## src/rtl/seq_4bit_restoring_divider.sv

```systemverilog
// seq_4bit_restoring_divider: 4-bit unsigned restoring divider, one quotient bit per clock, start/busy/done handshake
module seq_4bit_restoring_divider (
  input  logic       clk,
  input  logic       rst_n,
  input  logic       start,
  input  logic [3:0] dividend,
  input  logic [3:0] divisor,
  output logic [3:0] quotient,
  output logic [3:0] remainder,
  output logic       busy,
  output logic       done,
  output logic       div_by_zero
);
  typedef enum logic [1:0] {IDLE, CALC, DONE} state_t;
  state_t state;
  logic [3:0] q, d, r;
  logic [1:0] cnt;
  logic [4:0] s, b, p, g, t;
  logic [4:0] c;
  logic qbit;
  logic [3:0] r_next, q_next;
  logic accept;
  // R never exceeds the divisor, so its top bit stays zero and only 4 bits are stored
  always_comb begin
    s = {r, q[3]};
    b = ~{1'b0, d};
    p = s ^ b;
    g = s & b;
    c[0] = 1'b1;
    c[1] = g[0] | (p[0] & c[0]);
    c[2] = g[1] | (p[1] & g[0]) | (p[1] & p[0] & c[0]);
    c[3] = g[2] | (p[2] & g[1]) | (p[2] & p[1] & g[0]) | (p[2] & p[1] & p[0] & c[0]);
    c[4] = g[3] | (p[3] & g[2]) | (p[3] & p[2] & g[1]) | (p[3] & p[2] & p[1] & g[0])
         | (p[3] & p[2] & p[1] & p[0] & c[0]);
    t = p ^ c;
    qbit = ~t[4];
    r_next = qbit ? t[3:0] : s[3:0];
    q_next = {q[2:0], qbit};
    accept = start && state != CALC;
  end
  always_ff @(posedge clk or negedge rst_n) begin
    if (!rst_n) begin
      state <= IDLE;
      q <= '0;
      d <= '0;
      r <= '0;
      cnt <= '0;
      quotient <= '0;
      remainder <= '0;
      busy <= 1'b0;
      done <= 1'b0;
      div_by_zero <= 1'b0;
    end else begin
      done <= 1'b0;
      if (accept) begin
        q <= dividend;
        d <= divisor;
        r <= '0;
        cnt <= 2'd3;
        if (divisor != 4'd0) begin
          state <= CALC;
          busy <= 1'b1;
        end else begin
          state <= DONE;
          done <= 1'b1;
          quotient <= 4'hF;
          remainder <= dividend;
          div_by_zero <= 1'b1;
        end
      end else if (state == CALC) begin
        r <= r_next;
        q <= q_next;
        cnt <= cnt - 2'd1;
        if (cnt == 2'd0) begin
          state <= DONE;
          busy <= 1'b0;
          done <= 1'b1;
          quotient <= q_next;
          remainder <= r_next;
          div_by_zero <= 1'b0;
        end
      end else if (state == DONE) begin
        state <= IDLE;
      end
    end
  end
endmodule

```

## config.mk

```make
export PLATFORM = sky130hd
export DESIGN_NAME = seq_4bit_restoring_divider
export DESIGN_NICKNAME = d
export VERILOG_FILES = /design/src/rtl/seq_4bit_restoring_divider.sv
export SDC_FILE = /design/constraint.sdc
export NUM_CORES = 1
export LEC_CHECK = 0
export CAP_MARGIN = 40
export CELL_PAD_IN_SITES_DETAIL_PLACEMENT = 1
export CELL_PAD_IN_SITES_GLOBAL_PLACEMENT = 1
export CORE_MARGIN = 2
export CORE_UTILIZATION = 44
export CTS_CLUSTER_SIZE = 40
export DETAILED_ROUTE_END_ITERATION = 8
export GPL_TIMING_DRIVEN = 0
export PLACE_DENSITY = 0.79
export SYNTH_ARGS = -nofsm -noshare
export SYNTH_HDL_FRONTEND = slang
export SYNTH_SLANG_ARGS = --single-unit
```

## constraint.sdc

```tcl
create_clock -name clk -period 3.1 [get_ports clk]
set_input_delay 0.465 -clock clk [delete_from_list [all_inputs] [get_ports clk]]
set_output_delay 0.465 -clock clk [all_outputs]
set_load 0.03 [all_outputs]
```

# ---- Word-level counts from Yosys, hierarchy flattened
# Cells that the tools add are included.
dict set report word_totals {
  ff_bits 27
  input_bits 11
  wordCells 83
}
dict set report op_classes {
  n_addsub 1
  n_eq_ne 6
  muxes 30
  bitwise_logic 27
  reduce_logical 9
}
# cell n
set ops {}
lappend ops {{$mux W4} 13}
lappend ops {{$mux W2} 7}
lappend ops {{$and A1 B1 Y1} 12}
lappend ops {{$mux W1} 10}
lappend ops {{$or A1 B1 Y1} 10}
lappend ops {{$xor A5 B5 Y5} 2}
lappend ops {{$reduce_and A3 Y1} 2}
lappend ops {{$not A4 Y5} 1}
lappend ops {{$and A4 B4 Y4} 1}
lappend ops {{$ne A2 B1 Y1 const B} 2}
lappend ops {{$reduce_bool A2 Y1} 2}
lappend ops {{$reduce_bool A4 Y1} 1}
lappend ops {{$ne A3 B2 Y1 const B} 1}
lappend ops {{$reduce_bool A3 Y1} 1}
lappend ops {{$eq A2 B1 Y1 const B} 1}
lappend ops {{$eq A2 B2 Y1 const B} 1}
lappend ops {{$logic_not A2 Y1} 1}
lappend ops {{$ne A2 B2 Y1 const B} 1}
lappend ops {{$reduce_and A2 Y1} 1}
lappend ops {{$sub A2 B1 Y2 const B} 1}
lappend ops {{$logic_and A1 B1 Y1} 1}
lappend ops {{$not A1 Y1} 1}

# ---- Longest topological paths before layout
dict set report depth {
  depth_word 12
  depth_mapped 8
}

# ---- Worst setup path after synthesis
# No wires, ideal clock.
dict set report synth_path {
  path_kind {register to register}
  start {reg q[3]}
  end {reg remainder[3]}
  setup_time_ns 0.130
  arrival_time_ns 1.750
  required_time_ns 2.970
  path_slack_ns 1.220
  path_stages_with_launch 9
  path_buffers 1
  period_less_slack_ns 1.880
  path_cell_list {dfrtp_1 inv_1 ha_1 o2111ai_1 and3_4 buf_6 nor2_1 a2111oi_2 o21ai_1}
}
dict set report synth_between {
  elab_chain_len 9
  word_cells_on_any_way 15
  cone_classes {mux (4); bitwise (11)}
}
# element line_no
set synth_rtl {}
lappend synth_rtl {{start: declaration} 16} ;# logic [3:0] q, d, r;
lappend synth_rtl {{start signal: assignment} 56} ;# q <= dividend;
lappend synth_rtl {{start signal: assignment} 72} ;# q <= q_next;
lappend synth_rtl {{$and A4 B4 Y4} 28} ;# g = s & b;
lappend synth_rtl {{$and A1 B1 Y1 (on tied branches)} {32, 33}}
lappend synth_rtl {{$or A1 B1 Y1 (on tied branches)} {32, 33}}
lappend synth_rtl {{$or A1 B1 Y1 (on tied branches)} {32, 34}}
lappend synth_rtl {{$xor A5 B5 Y5 (*)} 35} ;# t = p ^ c;
lappend synth_rtl {{$mux W4 (*)} 37} ;# r_next = qbit ? t[3:0] : s[3:0];
lappend synth_rtl {{$mux W4 (*)} 74} ;# if (cnt == 2'd0) begin
lappend synth_rtl {{$mux W4 (*)} 70} ;# end else if (state == CALC) begin
lappend synth_rtl {{$mux W4 (*)} 55} ;# if (accept) begin
lappend synth_rtl {{end signal: assignment} 67} ;# remainder <= dividend;
lappend synth_rtl {{end signal: assignment} 79} ;# remainder <= r_next;
lappend synth_rtl {{end: declaration} 9} ;# output logic [3:0] remainder,
# Mark *: on every way between the ends. The rest lies on a longest branch, timed or not. The select of a mux whose other input is x is not followed.
# A chain may end at the register's enable or synchronous reset.

# ---- Worst setup path after layout
dict set report layout_path {
  start {reg q[3]}
  end {reg r[0]}
}
dict set report layout_between {
  elab_chain_len 8
  word_cells_on_any_way 10
  cone_classes {mux (3); bitwise (7)}
}
# element line_no
set layout_rtl {}
lappend layout_rtl {{$and A4 B4 Y4} 28}
lappend layout_rtl {{$and A1 B1 Y1} 33} ;# c[4] = g[3] | (p[3] & g[2]) | (p[3] & p[2] & g[1]) | (p[3] & p[2] & p[1] & g[0])
lappend layout_rtl {{$or A1 B1 Y1} 33}
lappend layout_rtl {{$or A1 B1 Y1} 34} ;# | (p[3] & p[2] & p[1] & p[0] & c[0]);
lappend layout_rtl {{$xor A5 B5 Y5} 35}
lappend layout_rtl {{$mux W4 (*)} 37}
lappend layout_rtl {{$mux W4 (*)} 70}
lappend layout_rtl {{$mux W4 (*)} 55}
lappend layout_rtl {{end signal: assignment} 71} ;# r <= r_next;
lappend layout_rtl {{end: declaration} 16}
# Marked as above.

==> impl_metrics.toml <==
[synth]
synth.cell_area_sq_um = 1480
async_flop_share_pct = 100
ys_warn_count = 0
ys_types = 42
synth_top_cell_area_share_pct = 45.6
synth_fp_nets = 166
yosysSeqAreaShare_pct = 45.6
synth_edf_count = 0
synth_area_leaders = "dfrtp_1, ha_1, o21ai_0"
syn_inst = 149
syn_avg_cell_area_sq_um = 9.95
ys.flop_type = "dfrtp_1"
yosys.area.top_type = "dfrtp_1"
synth-seq-cells = 27

[run_status]
run_status = "completed"

[floorplan]
die_x_um = 62.1
start_util_pct = 45.1
core_sq_um = 3280
die_h_um = 62.1
die-area_sq_um = 3850
fp-row-count = 21
io_pins = 22

[worst_setup_path]
crit_arrival_ps = 2440
cp-start-kind = "flip-flop"
worstPathCellList = "inv_1 -> ha_1 -> o2111ai_1 -> and3_4 -> buf_6 -> xnor2_4 -> mux2i_1 -> a22o_1"
crit_family = "flip-flops"
path_class = "reg2reg"
end_kind = "flip-flop"
critPathMaxFanout = 10
cp_slowest_cell = "dfrtp_1"
crit_required_ps = 3380
crit_buf_inv = 2
critPathMaxStageDelay_ps = 470

[timing]
finalWorstSetupSlack_ps = 939
fmax_ghz = 0.463
setup-violations-final = 0
finalHoldViolCount = 0
slew_headroom_pct = 50.5
timing.setup.tns_ps = 0
final-max-slew-violation-count = 0
fin_worst_skew_ps = 16.8
fin_crit_ps = 2160
rsz0062_at_grt = "false"
min_period_over_period_pct = 69.7
worst_slew_pin_slew_ps = 740

[grt]
grt_pass1_vias = 1338
grt_max_degree = 17
track_usage_pct = 22.3
overflow = 0
antenna_found_initial = 0
grt_pass1_wl_um = 6220

[drt]
via_per_inst = 5.60
wl_um = 3660
drtIter0Drc = 36
vias = 1237
drc = 0
first_pass_iters = 2
drtAntennaViolNets = 0
wl_per_cell_um = 16.5

[power_and_ir_drop]
p_per_area_nw_per_um2 = 1200
p_leak_nw = 0.768
peakVddDrop_uv = 406
p_total_mw = 2.15

[cts]
path_clk_slew_ps = 160
cts_setup_buffers = 0
cts_tree = "yes"
cts.htree.levels = 1
cts_hold_buf = 0
numCtsBuffers = 3
clk_path_buf_depth = 2
cts-root-buf = "clkbuf_4"
clock_sinks = 27
clk_latency_ps = 340
cts-resized-gates = 0

[worst_hold_path]
min_path_type = "reg2reg"

[final_layout]
layout_common_cells = "dfrtp_1, clkdlybuf4s50_1, nand2_1, o21ai_0"
drive_above_1_share_pct = 9.14
instances_no_fill = 221
syn2layout_area_growth_pct = 21.1
final_common_cell = "dfrtp_1"
n_antenna_cell = 0
fin_util_pct = 54.7
fin_nets = 193

[place]
dp.cells = 217
gp_congestion = 0.850
io_buffers = 21
post-place-ws_ps = 771
dp_hpwl_um = 2890

[run]
maxCapViolCount = 0
[metal layers]
layer	part of all wire [%]	track usage [%]
met5	0	0
met4	1.8	7.29
met3	3.0	3.52
met2	52	39.1
met1	43	27.8
[kinds of logic after synthesis]
logic type | synth area share, %
AO/OA/AOI/OAI | 18.1
XOR/XNOR | 3.04
adder cells (fa/ha/maj) | 5.06
buffers and inverters | 4.39
flip-flops | 45.6
multiplexers | 4.14
AND/OR/NAND/NOR | 19.7
[worst reg2reg max path: stages, from the launching register on]
cell and delay (ps):
dfrtp_1 470, inv_1 110, ha_1 370, o2111ai_1 200
and3_4 210, buf_6 140, xnor2_4 160, mux2i_1 290
a22o_1 160
[final cells by class]
type	instances	area, sq um
Clock buffer	3	22.5
Timing Repair Buffer	22	225
Fill cell	395	1490
Inverter	7	26.3
Multi-Input combinational cell	108	742
Tap cell	46	57.6
Sequential cell	27	676
Clock inverter	1	7.51
Buffer	7	38.8
[worst paths after layout]
check                                    end        start  cells past startpoint  slack, ps
min in group asynchronous       remainder[3]        rst_n                      1        530
worst max register to register          r[0]         q[3]                      8        940
worst max-delay path                    r[0]         q[3]                      8        940
worst min-delay path             div_by_zero  div_by_zero                      2        500
max in group asynchronous           state[0]        rst_n                      2       2030
worst min register to register   div_by_zero  div_by_zero                      2        500
[flip-flops by register name (all words and copies together) (netlist names)]
signal,cells
busy,1
cnt,2
d,4
div_by_zero,1
done,1
q,4
quotient,4
r,4
remainder,4
state,2
[per-stage QoR]
stage / area (sq um) / hold WS [ps]
after floorplan: 1480 / 169
after global placement: 1750 / 464
after detailed placement: 1770 / 469
after CTS: 1800 / 506
after global routing: 1800 / 538
final: 1800 / 499
[synthesized netlist by cell type, types with 2 or more instances]
library cell	number
a21oi_1	5
nand2_1	18
and3_1	2
nor2b_1	3
nor2_1	7
o22a_1	5
a22o_1	2
nand4b_1	2
mux2i_1	5
a211oi_1	3
o211ai_1	2
nand3b_1	4
o21ai_0	15
o21ai_1	2
dfrtp_1	27
ha_1	6
and2_1	2
clkbuf_1	3
nand3_1	7
inv_1	7
[power by group]
part	internal [mW]	switching [mW]	total (mW)
Combinational	0.602	0.753	1.36
Clock	0.0495	0.114	0.163
Sequential	0.514	0.115	0.630
Total	1.17	0.983	2.15
No activity file was read; power rests on OpenSTA's default activity.
